--- config.mk ---
export PLATFORM = sky130hd
export DESIGN_NAME = led_activity_monitor
export DESIGN_NICKNAME = d
export VERILOG_FILES = /design/src/rtl/led_activity_monitor.sv
export SDC_FILE = /design/constraint.sdc
export NUM_CORES = 1
export LEC_CHECK = 0
export BUFFER_PORTS_ARGS = -buffer_cell sky130_fd_sc_hd__buf_2
export CORE_ASPECT_RATIO = 0.7
export CORE_MARGIN = 5
export CORE_UTILIZATION = 59
export DETAILED_ROUTE_END_ITERATION = 8
export GPL_TIMING_DRIVEN = 0
export PLACE_DENSITY = 0.78
export SYNTH_ARGS = -nofsm -noshare
export SYNTH_HDL_FRONTEND = slang
export SYNTH_SLANG_ARGS = --single-unit
--- constraint.sdc ---
create_clock -name clk_i -period 2.4 [get_ports clk_i]
set_input_delay 0.12 -clock clk_i [delete_from_list [all_inputs] [get_ports clk_i]]
set_output_delay 0.12 -clock clk_i [all_outputs]
set_load 0.05 [all_outputs]
--- src/rtl/led_activity_monitor.sv ---
// Status LED driver: a clk_i heartbeat blink plus a stretched, retriggerable
// indicator of JTAG TCK activity, with a wrapping TCK rising-edge counter.
module led_activity_monitor #(
  parameter int CLK_HALF_PERIOD = 25000000,
  parameter int TCK_STRETCH     = 1000000,
  parameter int SYNC_STAGES     = 2,
  parameter int CNT_W           = 16
) (
  input  logic             clk_i,
  input  logic             rst_i,
  input  logic             en_i,
  input  logic             tck_i,
  output logic             clk_led_o,
  output logic             tck_led_o,
  output logic [CNT_W-1:0] tck_edge_cnt_o
);

  localparam int DIV_W = $clog2(CLK_HALF_PERIOD);
  localparam int STR_W = (TCK_STRETCH > 1) ? $clog2(TCK_STRETCH) : 1;
  localparam logic [DIV_W-1:0] DIV_LAST = DIV_W'(CLK_HALF_PERIOD - 1);
  localparam logic [STR_W-1:0] STR_LOAD = STR_W'(TCK_STRETCH - 1);

  typedef enum logic {
    IDLE   = 1'b0,
    ACTIVE = 1'b1
  } state_e;

  logic [SYNC_STAGES-1:0] sync_q, sync_d;
  logic                   hist_q, hist_d;
  logic                   rise_q, rise_d;
  logic [DIV_W-1:0]       div_q, div_d;
  logic                   clk_led_q, clk_led_d;
  logic [CNT_W-1:0]       cnt_q, cnt_d;
  logic [STR_W-1:0]       stretch_q, stretch_d;
  state_e                 state_q, state_d;

  // NOTE: every always_comb output gets a default before any branch, so no path leaves it unassigned and no latch is inferred.
  always_comb begin
    sync_d    = {sync_q[SYNC_STAGES-2:0], tck_i};
    hist_d    = sync_q[SYNC_STAGES-1];
    rise_d    = sync_q[SYNC_STAGES-1] & ~hist_q;
    // The count moves on the same edge that captures the rise pulse for the FSM.
    cnt_d     = cnt_q + CNT_W'(rise_d);
    div_d     = '0;
    clk_led_d = 1'b0;
    if (en_i) begin
      if (div_q == DIV_LAST) begin
        div_d     = '0;
        clk_led_d = ~clk_led_q;
      end else begin
        div_d     = div_q + DIV_W'(1);
        clk_led_d = clk_led_q;
      end
    end
  end

  always_comb begin
    state_d   = state_q;
    stretch_d = stretch_q;
    if (!en_i) begin
      state_d   = IDLE;
      stretch_d = '0;
    end else begin
      unique case (state_q)
        IDLE: begin
          if (rise_q) begin
            state_d   = ACTIVE;
            stretch_d = STR_LOAD;
          end
        end
        ACTIVE: begin
          // A fresh TCK edge wins over expiry, keeping the LED lit seamlessly.
          if (rise_q) begin
            stretch_d = STR_LOAD;
          end else if (stretch_q == '0) begin
            state_d = IDLE;
          end else begin
            stretch_d = stretch_q - STR_W'(1);
          end
        end
        default: state_d = IDLE;
      endcase
    end
  end

  // NOTE: clocked state uses non-blocking assignments so all flops sample pre-edge values together.
  always_ff @(posedge clk_i) begin
    if (rst_i) begin
      sync_q    <= '0;
      hist_q    <= 1'b0;
      rise_q    <= 1'b0;
      div_q     <= '0;
      clk_led_q <= 1'b0;
      cnt_q     <= '0;
      stretch_q <= '0;
      state_q   <= IDLE;
    end else begin
      sync_q    <= sync_d;
      hist_q    <= hist_d;
      rise_q    <= rise_d;
      div_q     <= div_d;
      clk_led_q <= clk_led_d;
      cnt_q     <= cnt_d;
      stretch_q <= stretch_d;
      state_q   <= state_d;
    end
  end

  assign clk_led_o      = clk_led_q;
  assign tck_led_o      = (state_q == ACTIVE);
  assign tck_edge_cnt_o = cnt_q;

endmodule

; ---- After elaboration in Yosys (flattened, before gate mapping)
; Cells that the tools add are included.
[op_classes]
eq_ne = 3
n_addsub = 3
muxes = 8
reduce_logical = 4
n_bitwise = 5
[ops]
columns = op, n
row1 = 20-bit two-way mux, 3
row2 = 20-bit case mux with 2 select lines, 1
row3 = 25-bit by 1-bit adder with 25-bit output (second input constant), 1
row4 = 25-bit equality test (second input constant), 1
row5 = 20-bit logical NOT, 1
row6 = 20-bit by 1-bit subtractor with 20-bit output (second input constant), 1
row7 = 16-bit by 1-bit adder with 16-bit output, 1
row8 = 1-bit inverter, 4
row9 = 1-bit two-way mux, 3
row10 = 3-bit != test (second input constant), 1
row11 = 3-bit OR reduction, 1
row12 = 2-bit != test (second input constant), 1
row13 = 1-bit case mux with 2 select lines, 1
row14 = 2-bit AND reduction, 1
row15 = 2-bit OR reduction, 1
row16 = 1-bit bitwise AND, 1
[totals]
out_inout_bits = 18
reg_bits = 67
elab_cells = 31
input_bits = 4

; ---- Longest topological paths before layout
; Gate-level depths: netlist (run 1).
[logic_depth]
depth_word = 4
ltp_mapped = 8
depth_no_buf = 8

; ---- Worst setup path after synthesis (run 1)
; OpenSTA, ideal clock, no wires.
[synth_path]
path_type = reg2reg
startpoint = register state_q (netlist: tck_led_o)
endpoint = register stretch_q[13]
arrival_time_ns = 1.881
stages_incl_launch_ff = 6
t_required_ns = 2.330
slack_ns = 0.449
n_path_buf = 1
setup_time_ns = 0.070
period_less_slack_ns = 1.951
path_cell_list = dfxtp_1 clkbuf_1 inv_1 a211o_4 or3_1 a21oi_1
[synth_via]
elab_chain_len = 3
word_cells_on_any_way = 5
classes_between = eq/ne: 2 / mux: 1 / bitwise: 1 / reduce/logical: 1
[synth_lines]
columns = element, line_no
row1 = "start, declared", 35  ; state_e state_q, state_d;
row2 = "start signal, assigned", 105  ; state_q <= state_d;
row3 = 1-bit inverter, n/a
row4 = 2-bit != test (no source line), n/a
row5 = 2-bit AND reduction (no source line), n/a
row6 = "end signal, assigned", 104  ; stretch_q <= stretch_d;
row7 = "end, declared", 34  ; logic [STR_W-1:0] stretch_q, stretch_d;
; Several ways; a longest one is shown, not always the timed one.
; A chain may end at the register's enable or synchronous reset.

; ---- Worst setup path after layout (run 1)
[layout_path]
startpoint = register stretch_q[0]
endpoint = register stretch_q[3]
[layout_via]
elab_chain_len = 4
word_cells_on_any_way = 7
classes_between = add/sub: 1 / eq/ne: 1 / mux: 3 / reduce/logical: 2
[layout_lines]
columns = element, line_no
row1 = 20-bit by 1-bit subtractor with 20-bit output, 78  ; stretch_d = stretch_q - STR_W'(1);
row2 = 20-bit two-way mux, 75  ; end else if (stretch_q == '0) begin
row3 = 20-bit two-way mux, 73  ; if (rise_q) begin
row4 = 20-bit case mux with 2 select lines, 64  ; unique case (state_q)
; Several ways; a longest one is shown, not always the timed one. The select of a mux whose other input is x is not followed.

==> parameters.txt, run 1 <==
Parameter                              Value

Timing
  Maximum frequency from static timing analysis ... 473 MHz
  Tightest slew margin relative to the limit ... 0.480
  Measured slew at the worst slew-check pin ... 773 ps
  Final cycle utilization of the critical path ... 0.881
  Hold Violations, Final ... 0
  WHS ... 240 ps
  Total negative slack for setup checks ... 0 ps
  Unrepaired setup endpoints after global routing ... false
  Fin. max-slew vios ... 0
  Largest clock skew in the final design ... 11.6 ps
  Count of final setup violators ... 0
  Minimum clock period ... 2120 ps

Synthesis
  Total number of yosys warnings ... 0
  Multiplexer share of the synthesized area ... 0.00656
  Post-synth design cell area ... 0.00305 mm²
  Main combinational cell family by area after synthesis ... simple AND/OR/NAND/NOR gates
  Most used flip-flop cell after synthesis ... sky130_fd_sc_hd__dfxtp_1
  Mapped Nets ... 359
  Synthesized netlist cell count ... 350
  Yosys reg bits ... 67
  Asr flop ratio synth ... 0
  Unique cell type count in the Yosys netlist ... 47
  Synthesized-area fraction occupied by ao, oa, aoi and oai cells ... 0.0902
  Post-Synth XOR/XNOR Area ... 0.112
  Synth Area per Inst ... 8.72 µm²
  Area share of fa/ha/maj cells after synthesis ... 0.0205
  Post-synth EDFFs ... 0
  Sequential fraction of the synthesis area ... 0.440
  Post-synthesis simple-gate area fraction ... 0.300

Final layout
  Commonest non-fill, non-tap cells in the layout ... 67 x sky130_fd_sc_hd__dfxtp_1, 61 x sky130_fd_sc_hd__nor2_1, 26 x sky130_fd_sc_hd__buf_2, 23 x sky130_fd_sc_hd__nand2_1, 22 x sky130_fd_sc_hd__xor2_1
  P&R area growth vs syn ... 14.7%
  Final Non-Filler Cells ... 457
  Final layout net count ... 392
  Post-layout util ... 0.716
  Share of post-route cells with drive strength above 1 ... 0.142
  Most frequent standard cell in the layout excluding fill and tap cells ... sky130_fd_sc_hd__dfxtp_1
  Antenna Diode Count ... 0
  Number of fillers in the final layout ... 400

Setup path
  Worst path buffer plus inverter count ... 2
  Crit-path max cell delay ... 460 ps
  Setup crit end kind ... flip-flop
  Cell at the slowest stage of the critical path ... sky130_fd_sc_hd__a31oi_2
  Maximum fanout count along the critical path ... 9
  Cell-by-cell trace of the critical path ... inv_1 -> ha_1 -> nor4b_1 -> and4_1 -> buf_6 -> a31oi_2 -> a21oi_1 -> a311oi_1
  Data required, critical path ... 2660 ps
  Critical path arrival ... 2380 ps
  Critical path class ... flip-flop to flip-flop
  Category of the worst setup path launch point ... flip-flop
  Crit path max-delay family ... compound AO/OA/AOI/OAI gates

Die
  Total Die Area ... 0.00673 mm²
  Number of rows created at floorplan ... 21
  Vert. Die Dim ... 70.2 µm
  Number of primary I/O pins ... 22
  Core area ... 0.00489 mm²
  Die X ... 96.0 µm
  Starting Density ... 0.624

Worst hold path
  Class of the worst hold path ... input port to flip-flop

Power
  Fraction of power consumed by sequential logic ... 0.472
  Combinational share of power ... 0.052
  Cell internal pwr ... 0.00186 W
  Psw ... 0.000538 W
  Total power after layout ... 0.00240 W
  Sw Share ... 0.225
  Leakage dissipation ... 1.27 nW
  Maximum ir drop on the vdd rail ... 0.497 mV
  Total power divided by cell area ... 685 mW/mm²
  Clock network power share ... 0.476

Clock tree
  Sink Count ... 67
  Total clock buffers created by CTS ... 9
  Total setup buffers inserted after CTS ... 0
  CTS H-tree lvls ... 3
  CTS tree ... built
  Clock-pin slew reported for the worst setup and hold paths after clock tree synthesis ... 80 ps
  Clock root cell ... sky130_fd_sc_hd__clkbuf_8
  Clock tree buffer depth ... 2
  Clk_lat worst skew ... 360 ps

Route
  DR iter-0 viols ... 259
  Routed Antenna Nets ... 0
  Vias per cell ... 5.77
  Wire length per cell after detailed routing ... 14.5 µm
  Met2 Routed Length ... 2750 µm
  Total number of vias ... 2639
  Topmost layer with routed signal wires ... met4
  Routed length on met1 ... 3200 µm
  DRC errors left ... 0
  Sum of routed wire length over all layers ... 6610 µm
  Routed wire length on met3 ... 539 µm
  Detailed Routing Iterations Pass 1 ... 6

Placement
  Last weighted congestion value of the routability-driven placer ... 0.865
  Number of I/O port buffers ... 21
  DP Wirelength ... 4740 µm
  Placed Cells ... 440

Global route
  Number of antenna violations at the first check in global routing ... 0
  Pin count of the biggest net entering global routing ... 13
  Global-route wire length before repair ... 11300 µm
  Vias in the first global route ... 2418
  Overall fraction of global-route tracks in use ... 0.215
  Remaining global-route overflow ... 0

Job
  Number of max-cap violations ... 0

Run status
  Run status ... finished, final reports clean
==> area by class of cell <==
| type | count | area, µm² | area share |
|---|---|---|---|
| Timing Repair Buffer | 22 | 115 | 0.0329 |
| Multi-Input combinational cell | 262 | 1620 | 0.463 |
| Buffer | 12 | 62.6 | 0.0179 |
| Sequential cell | 67 | 1340 | 0.383 |
| Tap cell | 69 | 86.3 | 0.0247 |
| Inverter | 9 | 33.8 | 0.00965 |
| Clock inverter | 6 | 114 | 0.0325 |
| Clock buffer | 10 | 128 | 0.0365 |
==> synth_stat cells, types with 2 or more instances <==
master,instances,share of area
sky130_fd_sc_hd__a211oi_1,2,0.0049
sky130_fd_sc_hd__a21oi_1,15,0.025
sky130_fd_sc_hd__a311oi_1,3,0.0086
sky130_fd_sc_hd__a31o_2,2,0.0057
sky130_fd_sc_hd__a31oi_1,2,0.0041
sky130_fd_sc_hd__and3_1,6,0.012
sky130_fd_sc_hd__and4_1,5,0.014
sky130_fd_sc_hd__buf_2,5,0.0082
sky130_fd_sc_hd__clkbuf_1,5,0.0062
sky130_fd_sc_hd__dfxtp_1,67,0.44
sky130_fd_sc_hd__ha_1,5,0.021
sky130_fd_sc_hd__inv_1,9,0.011
sky130_fd_sc_hd__mux2i_1,2,0.0066
sky130_fd_sc_hd__nand2_1,23,0.028
sky130_fd_sc_hd__nand2b_1,3,0.0062
sky130_fd_sc_hd__nand3_1,15,0.025
sky130_fd_sc_hd__nand4_1,15,0.031
sky130_fd_sc_hd__nor2_1,61,0.075
sky130_fd_sc_hd__nor2b_1,8,0.016
sky130_fd_sc_hd__nor3_1,10,0.016
sky130_fd_sc_hd__nor4_1,11,0.023
sky130_fd_sc_hd__nor4_2,2,0.0082
sky130_fd_sc_hd__o21ai_0,6,0.0098
sky130_fd_sc_hd__or3_1,8,0.016
sky130_fd_sc_hd__xnor2_1,17,0.049
sky130_fd_sc_hd__xor2_1,22,0.063
==> registers in the layout, summed over array words and instances (netlist names) <==
signal / count
div_q: 25
stretch_q: 20
tck_edge_cnt_o: 16
sync_q: 2
clk_led_o: 1
hist_q: 1
rise_q: 1
tck_led_o: 1
==> final timing paths <==
check	cells past startpoint	startpoint	slack, ps	endpoint
worst max-delay path	8	stretch_q[0]	280	stretch_q[3]
worst min-delay path	3	rst_i	240	tck_edge_cnt_o[10]
worst max register to register	8	stretch_q[0]	280	stretch_q[3]
worst min register to register	1	sync_q[0]	450	sync_q[1]
==> routing by layer <==
metal | GRT usage | vias up
met4 | 0.0678 | 0
met1 | 0.303 | 1244
met3 | 0.0891 | 13
li1 | - | 1298
met5 | 0 | -
met2 | 0.295 | 84
==> repair_timing <==
item	4_1_cts	5_1_grt
hold buffers	1	0
endpoints found under the setup margin	0	1
hold endpoints to repair	1	0
gates resized for setup	0	1
==> worst reg2reg max path, delay by kind of cell (launching register included) <==
family                     cells  cell delay [ps]
and+or+nand+nor                2              350
buffers and inverters          2              240
DFF                            1              370
AOI/OAI and AO/OA              3              870
adders and majority gates      1              210
==> power by group through the flow <==
stage	Sequential (W)	Combinational, W	Clock (W)
floorplan	0.00116	0.0000887	0
global placement	0.00116	0.000119	0
detailed placement	0.00116	0.000120	0
CTS	0.00113	0.000123	0.00116
global route	0.00113	0.000139	0.00121
finish	0.00113	0.000125	0.00114
==> stage by stage <==
stage	worst slack, ps	cell area (µm²)
2_1_floorplan	449	3050
3_3_place_gp	336	3240
3_5_place_dp	303	3240
4_1_cts	255	3490
5_1_grt	125	3500
6_report	285	3500
==> logic make-up after synthesis <==
logic type,after synthesis
DFF,67
and+or+nand+nor,176
AOI/OAI and AO/OA,40
xor gates and xnor gates,39
muxes,2
buffers and inverters,21
adders and majority gates,5
No activity file was read; power rests on OpenSTA's default activity.
==> inputs of run 2 (changes only) <==
--- a/config.mk
+++ b/config.mk
@@ -6,12 +6,14 @@
 export NUM_CORES = 1
 export LEC_CHECK = 0
 export BUFFER_PORTS_ARGS = -buffer_cell sky130_fd_sc_hd__buf_2
+export CAP_MARGIN = 10
 export CORE_ASPECT_RATIO = 0.7
 export CORE_MARGIN = 5
-export CORE_UTILIZATION = 59
+export CORE_UTILIZATION = 54
 export DETAILED_ROUTE_END_ITERATION = 8
 export GPL_TIMING_DRIVEN = 0
-export PLACE_DENSITY = 0.78
+export PLACE_DENSITY = 0.75
+export SLEW_MARGIN = 20
 export SYNTH_ARGS = -nofsm -noshare
 export SYNTH_HDL_FRONTEND = slang
 export SYNTH_SLANG_ARGS = --single-unit
==> constraint.sdc (replaced) <==
create_clock -name clk_i -period 1.9 [get_ports clk_i]
set_input_delay 0.095 -clock clk_i [delete_from_list [all_inputs] [get_ports clk_i]]
set_output_delay 0.095 -clock clk_i [all_outputs]
set_load 0.05 [all_outputs]
==> parameters.txt, run 2 (synthesized netlist as in run 1, its figures left out) <==
Parameter                              Value

Run status
  Run status ... complete, but fails checks
  Violations in the final reports ... negative setup slack

Setup path
  Category of the worst setup path launch point ... flip-flop
  Maximum fanout count along the critical path ... 7
  Cell at the slowest stage of the critical path ... sky130_fd_sc_hd__a211o_4
  Crit path max-delay family ... simple AND/OR/NAND/NOR gates
  Crit-path max cell delay ... 360 ps
  Critical path class ... flip-flop to flip-flop
  Data required, critical path ... 2170 ps
  Cell-by-cell trace of the critical path ... inv_2 -> ha_4 -> nor4b_4 -> and4_1 -> buf_6 -> a211o_4 -> or3_1 -> a21oi_1
  Setup crit end kind ... flip-flop
  Critical path arrival ... 2180 ps
  Worst path buffer plus inverter count ... 2

Worst hold path
  Class of the worst hold path ... input port to flip-flop

Die
  Number of primary I/O pins ... 22
  Total Die Area ... 0.00728 mm²
  Die X ... 99.9 µm
  Core area ... 0.00537 mm²
  Starting Density ... 0.569
  Number of rows created at floorplan ... 22
  Vert. Die Dim ... 72.9 µm

Final layout
  Final Non-Filler Cells ... 474
  Number of flip-flops under the largest register name ... 25
  Post-layout util ... 0.705
  Share of post-route cells with drive strength above 1 ... 0.224
  P&R area growth vs syn ... 23.9%
  Final layout net count ... 406
  Post-Layout Inst Area ... 0.00378 mm²
  Register with the most flip-flops ... div_q
  Number of fillers in the final layout ... 411
  Antenna Diode Count ... 0
  Most frequent standard cell in the layout excluding fill and tap cells ... sky130_fd_sc_hd__dfxtp_1
  Commonest non-fill, non-tap cells in the layout ... 62 x sky130_fd_sc_hd__dfxtp_1, 60 x sky130_fd_sc_hd__nor2_1, 23 x sky130_fd_sc_hd__buf_2, 23 x sky130_fd_sc_hd__nand2_1, 22 x sky130_fd_sc_hd__xor2_1

Route
  Detailed Routing Iterations Pass 1 ... 4
  Vias per cell ... 5.60
  Routed Antenna Nets ... 0
  Wire length per cell after detailed routing ... 15.0 µm
  Sum of routed wire length over all layers ... 7130 µm
  Total number of vias ... 2654
  DR iter-0 viols ... 214
  DRC errors left ... 0

Placement
  Pre-CTS setup slack ... -159 ps
  Last weighted congestion value of the routability-driven placer ... 0.907
  Number of I/O port buffers ... 21
  Placed Cells ... 443
  Placed inst area ... 0.00325 mm²
  DP Wirelength ... 4600 µm

Global route
  Remaining global-route overflow ... 0
  Overall fraction of global-route tracks in use ... 0.201
  Vias in the first global route ... 2452
  Global-route wire length before repair ... 11500 µm
  Number of antenna violations at the first check in global routing ... 0
  Pin count of the biggest net entering global routing ... 13

Clock tree
  Clk_lat worst skew ... 350 ps
  Total clock buffers created by CTS ... 9
  Sink Count ... 67
  CTS H-tree lvls ... 3
  CTS tree ... built
  Clock root cell ... sky130_fd_sc_hd__clkbuf_8
  Clock-pin slew reported for the worst setup and hold paths after clock tree synthesis ... 70 ps
  Clock tree buffer depth ... 2

Power
  Leakage dissipation ... 1.44 nW
  Total power divided by cell area ... 809 mW/mm²
  Maximum ir drop on the vdd rail ... 0.541 mV

Timing
  Maximum frequency from static timing analysis ... 525 MHz
  Unrepaired setup endpoints after global routing ... true
  Total negative slack for setup checks ... -4.71 ps
  Final cycle utilization of the critical path ... 1.00
  Fin. max-slew vios ... 0
  Hold Violations, Final ... 0
  Count of final setup violators ... 2
  Measured slew at the worst slew-check pin ... 536 ps
  Largest clock skew in the final design ... 9.60 ps
  Minimum clock period ... 1900 ps
  Final worst-path setup slack ... -4.68 ps
  Tightest slew margin relative to the limit ... 0.640

Job
  Number of max-cap violations ... 0
## run 2: layout make-up
class,instances,area (µm²),share of cell area
plain buffers,12,77.6,0.0205
clock buffers,9,124,0.0327
clock inverters,7,116,0.0308
inverters,9,33.8,0.00893
multi-input cells,262,1770,0.468
flip-flops and latches,67,1350,0.356
well taps,72,90.1,0.0238
repair buffers,36,224,0.0592
## run 2: worst paths after layout
check / cells after the start / slack [ps] / to / start
setup / recovery: 8 / -5 / stretch_q[12] / stretch_q[1]
hold / removal: 3 / 250 / tck_edge_cnt_o[2] / rst_i
setup reg to reg: 8 / -5 / stretch_q[12] / stretch_q[1]
hold reg to reg: 1 / 460 / sync_q[1] / sync_q[0]
## run 2: routing by layer
metal  part of all wire  track usage  up-vias
met5                  0            0        -
met2               0.45        0.290       96
met1               0.46        0.274     1227
met4              0.013       0.0894        0
met3              0.076       0.0659       12
li1                   -            -     1319
## run 2: what timing repair did
item / 4_1_cts / 5_1_grt
hold buffers: 1 / 0
setup buffers: 10 / 4
endpoints found under the setup margin: 33 / 34
gates resized for setup: 14 / 20
pin swaps: 11 / 6
gates cloned: 0 / 0
endpoints found under the hold margin: 1 / 0
## run 2: worst register-to-register path: cells and delay by family, from the launching register on
kind                     cells  cell delay, ps
AO/OA/AOI/OAI                2             480
adder cells (fa/ha/maj)      1             150
buffers and inverters        2             200
flip-flops                   1             350
AND/OR/NAND/NOR              3             660
## run 2: stage by stage
stage	hold slack (ps)	power [W]
final	248	0.00306
after global routing	261	0.00317
after detailed placement	310	0.00161
after CTS	233	0.00306
after floorplan	223	0.00158
after global placement	304	0.00161
## run 2: power breakdown
| group | total [W] | internal, W | switching (W) |
|---|---|---|---|
| clock | 0.00143 | 0.000868 | 0.000558 |
| combinational | 0.000204 | 0.0000862 | 0.000117 |
| sequential | 0.00143 | 0.00142 | 0.0000147 |
